[src/rtl/mk14_key_event_gen.sv]
`default_nettype none
// ============================================================================
// Module  : mk14_key_event_gen
// Brief   : Debounces a 32-bit key vector, queues press/release edges and
//           replays them as timed btn_dn / btn_up pulses for mk14_soc.
// Rev     : 1.0  initial release
// ============================================================================
module mk14_key_event_gen #(
    parameter int CLOCK_FREQ_MHZ = 12,
    parameter int DEBOUNCE_MSEC  = 5,
    parameter int PULSE_CYCLES   = 4,
    parameter int GAP_CYCLES     = 4,
    parameter int FIFO_DEPTH     = 8
) (
    input  logic        clk,
    input  logic        rst,
    input  logic [31:0] keys,
    output logic        btn_dn,
    output logic        btn_up,
    output logic [2:0]  btn_addr,
    output logic [2:0]  btn_bit,
    output logic        pending,
    output logic        overflow
);

    localparam int C_TICK_CYCLES = CLOCK_FREQ_MHZ * 1000 * DEBOUNCE_MSEC;
    localparam int C_TICK_W      = (C_TICK_CYCLES > 1) ? $clog2(C_TICK_CYCLES) : 1;
    localparam int C_AW          = (FIFO_DEPTH > 1) ? $clog2(FIFO_DEPTH) : 1;
    localparam int C_CNT_MAX     = (PULSE_CYCLES > GAP_CYCLES) ? PULSE_CYCLES : GAP_CYCLES;
    localparam int C_CNT_W       = $clog2(C_CNT_MAX + 1);

    localparam logic [C_TICK_W-1:0] C_TICK_LAST = C_TICK_W'(C_TICK_CYCLES - 1);
    localparam logic [C_TICK_W-1:0] C_TICK_ONE  = C_TICK_W'(1);
    localparam logic [C_AW:0]       C_PTR_ONE   = (C_AW + 1)'(1);
    localparam logic [C_CNT_W-1:0]  C_CNT_ONE   = C_CNT_W'(1);
    localparam logic [C_CNT_W-1:0]  C_PULSE_END = C_CNT_W'(PULSE_CYCLES - 1);
    localparam logic [C_CNT_W-1:0]  C_GAP_END   = C_CNT_W'(GAP_CYCLES - 1);

    typedef enum logic [1:0] {
        S_IDLE  = 2'd0,
        S_PULSE = 2'd1,
        S_GAP   = 2'd2
    } state_t;

    // ------------------------------------------------------------------
    // Synchronizer and debounce
    // ------------------------------------------------------------------
    logic [31:0]         r_sync_meta;
    logic [31:0]         r_ks;
    logic [31:0]         r_samp;
    logic [31:0]         r_stable;
    logic [C_TICK_W-1:0] r_tick_cnt;
    logic                w_tick;
    logic [31:0]         w_agree;

    assign w_tick  = (r_tick_cnt == C_TICK_LAST);
    assign w_agree = ~(r_ks ^ r_samp);

    always_ff @(posedge clk) begin
        if (rst) begin
            r_sync_meta <= '0;
            r_ks        <= '0;
        end else begin
            r_sync_meta <= keys;
            r_ks        <= r_sync_meta;
        end
    end

    always_ff @(posedge clk) begin
        if (rst) begin
            r_tick_cnt <= '0;
        end else if (w_tick) begin
            r_tick_cnt <= '0;
        end else begin
            r_tick_cnt <= r_tick_cnt + C_TICK_ONE;
        end
    end

    // A bit only moves into stable when it matched the previous tick sample.
    always_ff @(posedge clk) begin
        if (rst) begin
            r_samp   <= '0;
            r_stable <= '0;
        end else if (w_tick) begin
            r_samp   <= r_ks;
            r_stable <= (r_stable & ~w_agree) | (r_ks & w_agree);
        end
    end

    // ------------------------------------------------------------------
    // Edge scanner
    // ------------------------------------------------------------------
    logic [4:0]  r_p;
    logic [31:0] r_rep;
    logic        r_overflow;
    logic        w_edge;
    logic        w_push;
    logic        w_full;
    logic        w_empty;
    logic [5:0]  w_push_data;

    assign w_edge      = r_stable[r_p] ^ r_rep[r_p];
    assign w_push      = w_edge & ~w_full;
    assign w_push_data = {r_stable[r_p], r_p};

    // A blocked edge leaves rep untouched so the next visit retries it.
    always_ff @(posedge clk) begin
        if (rst) begin
            r_p        <= '0;
            r_rep      <= '0;
            r_overflow <= 1'b0;
        end else begin
            r_p <= r_p + 5'd1;
            if (w_push) begin
                r_rep[r_p] <= r_stable[r_p];
            end
            if (w_edge && w_full) begin
                r_overflow <= 1'b1;
            end
        end
    end

    // ------------------------------------------------------------------
    // Event FIFO
    // ------------------------------------------------------------------
    logic [5:0]    r_mem [FIFO_DEPTH];
    logic [C_AW:0] r_wr_ptr;
    logic [C_AW:0] r_rd_ptr;
    logic [5:0]    w_rd_data;
    logic          w_pop;

    assign w_empty   = (r_wr_ptr == r_rd_ptr);
    assign w_full    = (r_wr_ptr[C_AW] != r_rd_ptr[C_AW]) &&
                       (r_wr_ptr[C_AW-1:0] == r_rd_ptr[C_AW-1:0]);
    assign w_rd_data = r_mem[r_rd_ptr[C_AW-1:0]];

    always_ff @(posedge clk) begin
        if (rst) begin
            for (int i = 0; i < FIFO_DEPTH; i++) begin
                r_mem[i] <= '0;
            end
        end else if (w_push) begin
            r_mem[r_wr_ptr[C_AW-1:0]] <= w_push_data;
        end
    end

    always_ff @(posedge clk) begin
        if (rst) begin
            r_wr_ptr <= '0;
            r_rd_ptr <= '0;
        end else begin
            if (w_push) begin
                r_wr_ptr <= r_wr_ptr + C_PTR_ONE;
            end
            if (w_pop) begin
                r_rd_ptr <= r_rd_ptr + C_PTR_ONE;
            end
        end
    end

    // ------------------------------------------------------------------
    // Output FSM
    // ------------------------------------------------------------------
    state_t             r_state;
    state_t             w_state_nxt;
    logic [C_CNT_W-1:0] r_cnt;
    logic               w_cnt_clr;
    logic               r_type;
    logic [2:0]         r_addr;
    logic [2:0]         r_bit;

    always_comb begin
        w_state_nxt = r_state;
        w_pop       = 1'b0;
        w_cnt_clr   = 1'b0;
        case (r_state)
            S_IDLE: begin
                w_cnt_clr = 1'b1;
                if (!w_empty) begin
                    w_pop       = 1'b1;
                    w_state_nxt = S_PULSE;
                end
            end
            S_PULSE: begin
                if (r_cnt == C_PULSE_END) begin
                    w_cnt_clr   = 1'b1;
                    w_state_nxt = S_GAP;
                end
            end
            S_GAP: begin
                if (r_cnt == C_GAP_END) begin
                    w_cnt_clr   = 1'b1;
                    w_state_nxt = S_IDLE;
                end
            end
            default: begin
                w_cnt_clr   = 1'b1;
                w_state_nxt = S_IDLE;
            end
        endcase
    end

    always_ff @(posedge clk) begin
        if (rst) begin
            r_state <= S_IDLE;
            r_cnt   <= '0;
            r_type  <= 1'b0;
            r_addr  <= 3'd0;
            r_bit   <= 3'd4;
        end else begin
            r_state <= w_state_nxt;
            r_cnt   <= w_cnt_clr ? '0 : (r_cnt + C_CNT_ONE);
            // Address and bit only ever change on the IDLE->PULSE hand-off.
            if (w_pop) begin
                r_type <= w_rd_data[5];
                r_addr <= w_rd_data[4:2];
                r_bit  <= {1'b1, w_rd_data[1:0]};
            end
        end
    end

    assign btn_dn   = (r_state == S_PULSE) &  r_type;
    assign btn_up   = (r_state == S_PULSE) & ~r_type;
    assign btn_addr = r_addr;
    assign btn_bit  = r_bit;
    assign pending  = ~w_empty | (r_state != S_IDLE);
    assign overflow = r_overflow;

endmodule
`default_nettype wire

[config.mk]
export PLATFORM = sky130hd
export DESIGN_NAME = mk14_key_event_gen
export DESIGN_NICKNAME = d
export VERILOG_FILES = /design/src/rtl/mk14_key_event_gen.sv
export SDC_FILE = /design/constraint.sdc
export NUM_CORES = 1
export LEC_CHECK = 0
export BUFFER_PORTS_ARGS = -buffer_cell sky130_fd_sc_hd__buf_2
export CORE_MARGIN = 2
export CORE_UTILIZATION = 41
export CTS_CLUSTER_DIAMETER = 150
export DETAILED_ROUTE_END_ITERATION = 16
export GPL_ROUTABILITY_DRIVEN = 0
export GPL_TIMING_DRIVEN = 0
export PLACE_DENSITY = 0.63
export SLEW_MARGIN = 30
export SYNTH_ARGS = -nofsm -noshare
export SYNTH_HDL_FRONTEND = slang
export SYNTH_SLANG_ARGS = --single-unit
[constraint.sdc]
create_clock -name clk -period 3.4 [get_ports clk]
set_input_delay 0.85 -clock clk [delete_from_list [all_inputs] [get_ports clk]]
set_output_delay 0.85 -clock clk [all_outputs]
set_load 0.05 [all_outputs]
==> metrics <==
ys async rst share 0%; Ant. Diodes 0; Worst Clk Skew 0.00958 ns; die extent in x 162 µm; Post-DP HPWL 16,000 µm; top-count cell post-synth dfxtp_1; clk_lat worst skew 0.53 ns; crit path to r_mem[1][0]$_SDFFCE_PN0P_; CTS Hold Bufs 0; initial core utilization 41.9%; outcome finished, final reports clean; top area cells in the synthesized netlist dfxtp_1 (39%), edfxtp_1 (14%), a21oi_1 (5.1%); GR Util All Layers 18.1%; number of synthesized flops with an enable pin 48; Main synth FF type dfxtp_1; P&R area growth vs syn 14.8%; max cap viols 0; net total in the final layout 1,168; Critical Path Fanout Max 10; reg2reg end r_mem[1][0]$_SDFFCE_PN0P_; largest area contributor in the netlist dfxtp_1; CTS Sinks 249; CTS tree done; VDD IR max 441 µV; crit path capture type flip-flop; Reg2Reg Setup Slack 0.11 ns; Slew Limit Fails 0; share of the synthesized area in the top cell type 39.4%; Avg Inst Size Synth 9.72 µm²; Seq cells post-synth 249; Final Hold Viols 0; minimum clock period after layout 3.29 ns; row cnt 57; DRC errors left 0; DRT Pass-1 Iters 5; total grt overflow 0; largest net degree at the start of global routing 14; Worst Max-Slew Pin Slew 0.724 ns; Synth Net Count 1,097; vias in the first global route 7,343; CP startpoint r_p[1]$_SDFF_PP0_; vias per std cell 5.16; Leak Pwr 4.42 nW; Pwr per Cell Area 595 nW/µm²; sequential-to-total area share from yosys stat 53.5%; GRT met3 Usage 2.73%; list of most frequent post-synthesis cells dfxtp_1 (201), nand2_1 (122), nor2_1 (121); Die Y 162 µm; critical path class reg2reg; worst r2r path cells 9; fmax 0.304 GHz; period utilisation layout 96.7%; Final ANT Viol Nets 0; first-pass GRT wire length 38,400 µm; die area 26,200 µm²; Filler cells 2,333; Post-DP Area 10,800 µm²; top-level port count 44; Root Driver clkbuf_16; routed wire length 23,600 µm; Clk pin slew, worst setup/hold paths 0.06 ns; clk buf depth 3; Crit path required time 3.59 ns; I/O Buffers 42; Core Area 24,400 µm²; met2 Resource Use GR 30.2%; CTS buffer count 27; Tot Pwr 6.97 mW; WL/cell 16.1 µm; GRT busiest layer met2; Mapped Area 10,200 µm²; final instance area 11,700 µm²; reg2reg start r_p[1]$_SDFF_PP0_; RSZ-0062 raised after global routing yes; Syn Inst Count 1,050; Fin Hold WS 0.422 ns; depth of the CTS H-tree 1; Post-CTS Setup Inserts 0; CP arrival 3.48 ns; share of layout cells above drive strength 1 12.1%; # setup viols final 0; Iter 0 DRT Violations 510; Worst Hold Class reg2reg; synth unique cells 50; Slew HR 51.8%; Ys Warns 0; via count of the routed design 7,556; startpoint class of the critical path flip-flop; met1 usage 24.7%; initial antenna violation count 0
## per-layer routing
| layer | vias up | share of wire, % |
|---|---|---|
| met5 | - | 0 |
| met4 | 0 | 2.3 |
| met3 | 40 | 4.8 |
| met2 | 163 | 47 |
| met1 | 3555 | 46 |
| li1 | 3798 | - |
## report_power, final
part           leakage (nW)  internal (mW)  total, mW  switching (mW)
clock                 0.416           1.60       2.77            1.17
combinational          1.87          0.366       1.01           0.647
sequential             2.14           3.14       3.19          0.0560
## through the flow
| step | utilization (%) | setup TNS, ns | cells | setup WS (ns) |
|---|---|---|---|---|
| 5_1_grt | 48.1 | -1.25 | 1464 | -0.0760 |
| 3_3_place_gp | 44.4 | -7.42 | 1416 | -0.265 |
| 3_5_place_dp | 44.4 | -7.12 | 1416 | -0.279 |
| 2_1_floorplan | - | 0 | 1050 | 0.619 |
| 6_report | 48.1 | 0 | 1464 | 0.113 |
| 4_1_cts | 47.9 | 0 | 1464 | 0.0562 |
## cell usage in the layout (no fill, tap or decap), types with 36 or more instances in the layout
cell type,netlist,final
nor2b_1,68,68
buf_2,9,52
a21oi_1,104,104
dfxtp_1,201,201
nor2_1,121,121
o21ai_0,41,41
mux2i_1,36,36
nand2_1,122,122
edfxtp_1,48,48
clkbuf_1,51,56
## worst min path at each step
stage / start / end / slack [ns] / depth (start not counted)
global placement: r_cnt[0]$_SDFF_PP0_ / r_cnt[0]$_SDFF_PP0_ / 0.41 / 1
detailed placement: r_cnt[0]$_SDFF_PP0_ / r_cnt[0]$_SDFF_PP0_ / 0.41 / 1
global route: r_cnt[0]$_SDFF_PP0_ / r_cnt[0]$_SDFF_PP0_ / 0.44 / 1
floorplan: r_cnt[0]$_SDFF_PP0_ / r_cnt[0]$_SDFF_PP0_ / 0.40 / 1
CTS: r_cnt[0]$_SDFF_PP0_ / r_cnt[0]$_SDFF_PP0_ / 0.42 / 1
finish: r_cnt[0]$_SDFF_PP0_ / r_cnt[0]$_SDFF_PP0_ / 0.42 / 1
## critical path, cell delays in order (launching register included)
cell,delay (ns)
dfxtp_1,0.39
buf_6,0.18
buf_6,0.20
mux2i_1,0.40
o22ai_1,0.11
nor4_1,0.36
a2bb2oi_2,0.29
xnor2_2,0.20
or3_1,0.46
o21bai_2,0.35
## cell families after synthesis
logic type | after synthesis | synth area share, %
other | 1 | 0.0367
AND/OR/NAND/NOR | 387 | 17.9
XOR/XNOR | 23 | 2.05
buffers and inverters | 86 | 3.75
flip-flops | 249 | 53.5
AO/OA/AOI/OAI | 240 | 14.5
multiplexers | 51 | 6.73
adder cells (fa/ha/maj) | 13 | 1.59
## area by class of cell
| type | count | area, µm² | area share (%) |
|---|---|---|---|
| clock inverters | 13 | 98.8 | 0.843 |
| well taps | 324 | 405 | 3.46 |
| multi-input cells | 715 | 4420 | 37.7 |
| flip-flops and latches | 249 | 5470 | 46.6 |
| clock buffers | 35 | 736 | 6.28 |
| inverters | 11 | 41.3 | 0.352 |
| repair buffers | 42 | 210 | 1.79 |
| plain buffers | 75 | 344 | 2.93 |
## timing repair
action / 4_1_cts / 5_1_grt
hold endpoints to repair: 0 / 0
setup endpoints to repair: 42 / 43
gates resized for setup: 8 / 5
(Power assumes the default switching activity.)
